==> src/rtl/mem_bus_pkg.sv <==
// Shared memory-bus types: default field widths, request payload and arbiter state encoding.
package mem_bus_pkg;

  localparam int unsigned ADDR_W = 24;
  localparam int unsigned DATA_W = 24;
  localparam int unsigned ID_W   = 8;

  typedef struct packed {
    logic [ADDR_W-1:0] address;
    logic [DATA_W-1:0] data;
    logic              write;
    logic [ID_W-1:0]   id;
  } mem_req_t;

  typedef enum logic {
    IDLE  = 1'b0,
    ISSUE = 1'b1
  } arb_state_t;

endpackage

==> src/rtl/rr_arbiter.sv <==
// Combinational rotating-priority encoder: first asserted request at or above the pointer, wrapping.
module rr_arbiter #(
  parameter  int unsigned NUM_MASTERS = 4,
  localparam int unsigned PTR_W       = $clog2(NUM_MASTERS)
) (
  input  logic [NUM_MASTERS-1:0] i_req,
  input  logic [PTR_W-1:0]       i_ptr,
  input  logic                   i_enable,
  output logic [NUM_MASTERS-1:0] o_gnt_c,
  output logic [PTR_W-1:0]       o_gnt_idx_c,
  output logic                   o_gnt_valid_c
);

  int unsigned w_idx;

  // Walk the masters in priority order starting at the pointer; the first hit wins.
  always_comb begin
    o_gnt_c       = '0;
    o_gnt_idx_c   = '0;
    o_gnt_valid_c = 1'b0;
    w_idx         = 0;
    for (int unsigned k = 0; k < NUM_MASTERS; k++) begin
      w_idx = 32'(i_ptr) + k;
      if (w_idx >= NUM_MASTERS) w_idx = w_idx - NUM_MASTERS;
      if (i_enable && !o_gnt_valid_c && i_req[PTR_W'(w_idx)]) begin
        o_gnt_valid_c             = 1'b1;
        o_gnt_idx_c               = PTR_W'(w_idx);
        o_gnt_c[PTR_W'(w_idx)]    = 1'b1;
      end
    end
  end

endmodule

==> src/rtl/memory_bus_arbiter.sv <==
// Round-robin arbiter sharing one memory slave among NUM_MASTERS masters, with ID-based
// response routing back to the originating master.
module memory_bus_arbiter
  import mem_bus_pkg::*;
#(
  parameter int unsigned NUM_MASTERS = 4,
  parameter int unsigned ADDR_WIDTH  = ADDR_W,
  parameter int unsigned DATA_WIDTH  = DATA_W,
  parameter int unsigned ID_WIDTH    = ID_W
) (
  input  logic                              clock,
  input  logic                              reset,
  input  logic [NUM_MASTERS-1:0]            m_valid,
  output logic [NUM_MASTERS-1:0]            m_taken,
  input  logic [NUM_MASTERS*ADDR_WIDTH-1:0] m_address,
  input  logic [NUM_MASTERS*DATA_WIDTH-1:0] m_data,
  input  logic [NUM_MASTERS-1:0]            m_write,
  output logic                              s_valid,
  input  logic                              s_taken,
  output logic [ADDR_WIDTH-1:0]             s_address,
  output logic [DATA_WIDTH-1:0]             s_data,
  output logic                              s_write,
  output logic [ID_WIDTH-1:0]               s_id,
  input  logic                              r_valid_in,
  input  logic [ID_WIDTH-1:0]               r_id_in,
  input  logic [DATA_WIDTH-1:0]             r_data_in,
  output logic                              r_taken_out,
  output logic [NUM_MASTERS-1:0]            r_valid,
  output logic [DATA_WIDTH-1:0]             r_data,
  input  logic [NUM_MASTERS-1:0]            r_taken,
  output logic                              bad_id
);

  localparam int unsigned PTR_W = $clog2(NUM_MASTERS);

  typedef struct packed {
    logic [ADDR_WIDTH-1:0] address;
    logic [DATA_WIDTH-1:0] data;
    logic                  write;
    logic [ID_WIDTH-1:0]   id;
  } slot_t;

  arb_state_t             r_state, w_state_next;
  logic [PTR_W-1:0]       r_ptr, w_ptr_next;
  slot_t                  r_slot, w_slot_next;
  logic                   r_bad_id;

  logic [NUM_MASTERS-1:0] w_gnt;
  logic [PTR_W-1:0]       w_gnt_idx;
  logic                   w_gnt_valid;
  logic                   w_arb_en;
  logic                   w_id_ok;

  logic [ADDR_WIDTH-1:0]  w_addr_arr [NUM_MASTERS];
  logic [DATA_WIDTH-1:0]  w_data_arr [NUM_MASTERS];

  // Unpack the flat per-master buses so the grant index can select a lane directly.
  for (genvar gi = 0; gi < NUM_MASTERS; gi++) begin : g_unpack
    assign w_addr_arr[gi] = m_address[gi*ADDR_WIDTH +: ADDR_WIDTH];
    assign w_data_arr[gi] = m_data[gi*DATA_WIDTH +: DATA_WIDTH];
  end

  assign w_arb_en = (r_state == IDLE) && !reset;

  rr_arbiter #(.NUM_MASTERS(NUM_MASTERS)) u_rr_arbiter (
    .i_req         (m_valid),
    .i_ptr         (r_ptr),
    .i_enable      (w_arb_en),
    .o_gnt_c       (w_gnt),
    .o_gnt_idx_c   (w_gnt_idx),
    .o_gnt_valid_c (w_gnt_valid)
  );

  assign m_taken = w_gnt;

  always_ff @(posedge clock) begin
    if (reset) begin
      r_state  <= IDLE;
      r_ptr    <= '0;
      r_slot   <= '0;
      r_bad_id <= 1'b0;
    end else begin
      r_state  <= w_state_next;
      r_ptr    <= w_ptr_next;
      r_slot   <= w_slot_next;
      if (r_valid_in && !w_id_ok) r_bad_id <= 1'b1;
    end
  end

  always_comb begin
    w_state_next = r_state;
    w_ptr_next   = r_ptr;
    w_slot_next  = r_slot;
    case (r_state)
      IDLE: begin
        if (w_gnt_valid) begin
          w_state_next        = ISSUE;
          w_ptr_next          = (w_gnt_idx == PTR_W'(NUM_MASTERS - 1)) ? '0 : w_gnt_idx + PTR_W'(1);
          w_slot_next.address = w_addr_arr[w_gnt_idx];
          w_slot_next.data    = w_data_arr[w_gnt_idx];
          w_slot_next.write   = m_write[w_gnt_idx];
          w_slot_next.id      = ID_WIDTH'(w_gnt_idx);
        end
      end
      ISSUE: begin
        if (s_taken) w_state_next = IDLE;
      end
      default: w_state_next = IDLE;
    endcase
  end

  assign s_valid   = (r_state == ISSUE);
  assign s_address = r_slot.address;
  assign s_data    = r_slot.data;
  assign s_write   = r_slot.write;
  assign s_id      = r_slot.id;

  // Response path: decode ID to a master lane; out-of-range IDs are swallowed and flagged.
  assign w_id_ok = (r_id_in < ID_WIDTH'(NUM_MASTERS));

  always_comb begin
    r_valid = '0;
    for (int unsigned i = 0; i < NUM_MASTERS; i++) begin
      r_valid[i] = r_valid_in && (r_id_in == ID_WIDTH'(i));
    end
  end

  assign r_data      = r_data_in;
  assign r_taken_out = w_id_ok ? r_taken[PTR_W'(r_id_in)] : 1'b1;
  assign bad_id      = r_bad_id;

endmodule

==> config.mk <==
export PLATFORM = sky130hd
export DESIGN_NAME = memory_bus_arbiter
export DESIGN_NICKNAME = d
export VERILOG_FILES = /design/src/rtl/mem_bus_pkg.sv /design/src/rtl/rr_arbiter.sv /design/src/rtl/memory_bus_arbiter.sv
export SDC_FILE = /design/constraint.sdc
export NUM_CORES = 1
export LEC_CHECK = 0
export ABC_CLOCK_PERIOD_IN_PS = 3000
export BUFFER_PORTS_ARGS = -buffer_cell sky130_fd_sc_hd__buf_2
export CORE_AREA = 2 2 131 133
export DETAILED_ROUTE_END_ITERATION = 10
export DIE_AREA = 0 0 133 135
export PLACE_DENSITY_LB_ADDON = 0.3
export SYNTH_ARGS = -nofsm -noshare
export SYNTH_HDL_FRONTEND = slang
export SYNTH_SLANG_ARGS = --single-unit
==> constraint.sdc <==
create_clock -name clock -period 3 [get_ports clock]
set_input_delay 0.3 -clock clock [delete_from_list [all_inputs] [get_ports clock]]
set_output_delay 0.3 -clock clock [all_outputs]
set_load 0.05 [all_outputs]
==> out/metrics.csv <==
metric,value,unit
status,completed,
rsz0062_at_grt,false,
fin_cells,858,
gp_congestion,0.777,
holdBufCountCts,0,
first_pass_iters,4,
synth_cell_types,42,
cp.required,2700,ps
synth-edff-count,0,
grt_max_degree,50,
placed_cells,851,
relSlewSlack,0.533,
path_class,reg2out,
root_buffer,clkbuf_16,
areaGrowthSynthToFinish,37.6,%
critPathCaptureType,output port,
slew_viol_final,0,
synth_fa_ha_area_frac,0.0124,
grt.total_usage,0.130,
cts_made_buffers,5,
hold_class,in2reg,
fill_cells,1730,
nNetsFinal,882,
syn_area,0.00403,mm²
powerDensity,549,mW/mm²
grt.overflow.total,0,
max_freq,356,MHz
finalWirelength,12.2,mm
first_iter_violations,71,
setup_viol,0,
critical_path_arrival,2510,ps
post-route-period-util,0.937,
peakVddDrop,219,µV
cp_max_fo,8,
synth-simple-area-share,0.0984,
synthArstFlopShare,0,
max_cap_violations,0,
post_drt_wl_per_cell,14.2,µm
finalCriticalPeriod,2810,ps
seqCellArea,0.00110,mm²
ys_warn_count,0,
hpwl,9.59,mm
viasPerCell,4.48,
grt_pass1_wl,18.9,mm
fp.dieH,135,µm
ys_ff_latch,55,
io_buffers,277,
syn_area_per_cell,10.1,µm²
worstSkewPairLatency,300,ps
fin_skew,5.55,ps
drc_errors,0,
cts_num_sinks,55,
tightest_slew,695,ps
multiInputGateArea,0.00248,mm²
vias,3847,
drive_gt1_frac,0.541,
die_w,133,µm
synth_compound_area_frac,0.207,
grt_pass1_vias,3696,
ys_seq_area_frac,0.273,
cts_tree,built,
synthCells,399,
die-area,0.0180,mm²
setup_tns,0,ps
worstSetupStartpointType,register,
cts_buffer_depth,2,
cts_max_level,2,
hold_violations,0,
synth_ff_type,dfxtp_1,
muxShareOfSynthArea,0.279,
placementRows,47,
io_pins,332,
path_clk_slew,70,ps
synth_top_family_by_area,multiplexers,
synth_xor_area_frac,0,
core_area,0.0164,mm²
initial_utilization,0.246,
antenna_found_initial,0,
leakage,2.44,nW
antenna_cells,0,
drtAntennaViolNets,0,
cts_setup_buffers,0,
## per-stage QoR
step	hold WS, ps	worst slack [ps]	instance area, µm²	power (mW)	utilization
finish	187	189	5550	3.05	0.338
global placement	440	212	5380	2.48	0.328
global route	176	15.7	5550	3.22	0.338
detailed placement	442	174	5380	2.48	0.328
floorplan	401	317	4050	2.18	-
CTS	170	95.8	5530	3.10	0.337
## what timing repair did
| item | in CTS | in global routing |
|---|---|---|
| cloned | 0 | 0 |
| pin swaps | 0 | 0 |
| gates resized for setup | 1 | 2 |
| setup endpoints to repair | 4 | 13 |
## area by class of cell
type / count / area share
multi-input cells: 281 / 0.448
repair buffers: 291 / 0.276
flip-flops and latches: 55 / 0.199
well taps: 220 / 0.0496
clock buffers: 6 / 0.0250
inverters: 4 / 0.00271
clock inverters: 1 / 0.000902
## cells in the mapped netlist, types with 4 or more instances
cell / instances / area (µm²)
mux2i_1: 102 / 1020
dfxtp_1: 55 / 1100
nand2_1: 54 / 203
buf_4: 33 / 248
o221ai_2: 32 / 480
o221ai_1: 17 / 149
buf_2: 9 / 45.0
clkbuf_1: 9 / 33.8
buf_8: 8 / 120
nor2_1: 7 / 26.3
a21oi_1: 5 / 25.0
buf_6: 5 / 56.3
a221o_1: 4 / 40.0
a22o_1: 4 / 35.0
ha_1: 4 / 50.1
inv_1: 4 / 15.0
mux2_2: 4 / 45.0
nand2b_1: 4 / 25.0
nor3_1: 4 / 20.0
## worst max-delay path, stage by stage, from the launching register on
cell	delay (ps)
dfxtp_1	340
inv_1	90
ha_2	450
mux4_2	330
nand2b_1	230
a21oi_1	310
a221o_1	210
buf_2	260
## final timing paths
check | to | depth (start not counted) | from | slack, ps
hold reg to reg | s_address[5] | 2 | s_address[5] | 460
setup reg to reg | s_data[6] | 8 | r_ptr[1] | 240
hold / removal | s_valid | 2 | s_taken | 190
setup / recovery | m_taken[1] | 7 | r_ptr[1] | 190
## cell usage in the layout (no fill, tap or decap), drive strengths merged, types with 2 or more instances in the layout
cell      n
buf     291
mux2i   102
dfxtp    55
nand2    54
o221ai   49
nor2      7
conb      6
clkbuf    6
a21oi     5
mux2      5
inv       4
nand2b    4
nor3      4
a22o      4
a221o     4
ha        4
or4       3
nor3b     3
a211oi    3
or3       3
nand3     2
mux4      2
a311oi    2
nand3b    2
o21ai     2
## power breakdown
part | switching, mW | internal, mW
Sequential | 0.0730 | 0.879
Clock | 0.268 | 0.327
Combinational | 0.994 | 0.505
## state kept, by name (all words and copies together) (netlist names)
name and cells:
s_data 24, s_write 1, s_valid 1, r_ptr 2
s_address 24, bad_id 1, s_id 2
## cells by family (layout without fill, tap and decap cells)
family | after synthesis | in the layout
DFF | 55 | 55
muxes | 109 | 109
AOI/OAI and AO/OA | 75 | 75
other | 1 | 6
adders and majority gates | 4 | 4
and+or+nand+nor | 87 | 87
buffers and inverters | 68 | 302
## layer usage
layer	track usage	share of wire	vias to the layer above	wire, µm
met4	0.0341	0.011	0	129
met5	0	0	-	0
met1	0.157	0.41	1708	5030
li1	-	-	1951	-
met2	0.231	0.50	175	6140
met3	0.0338	0.076	13	925
(Power assumes the default switching activity.)
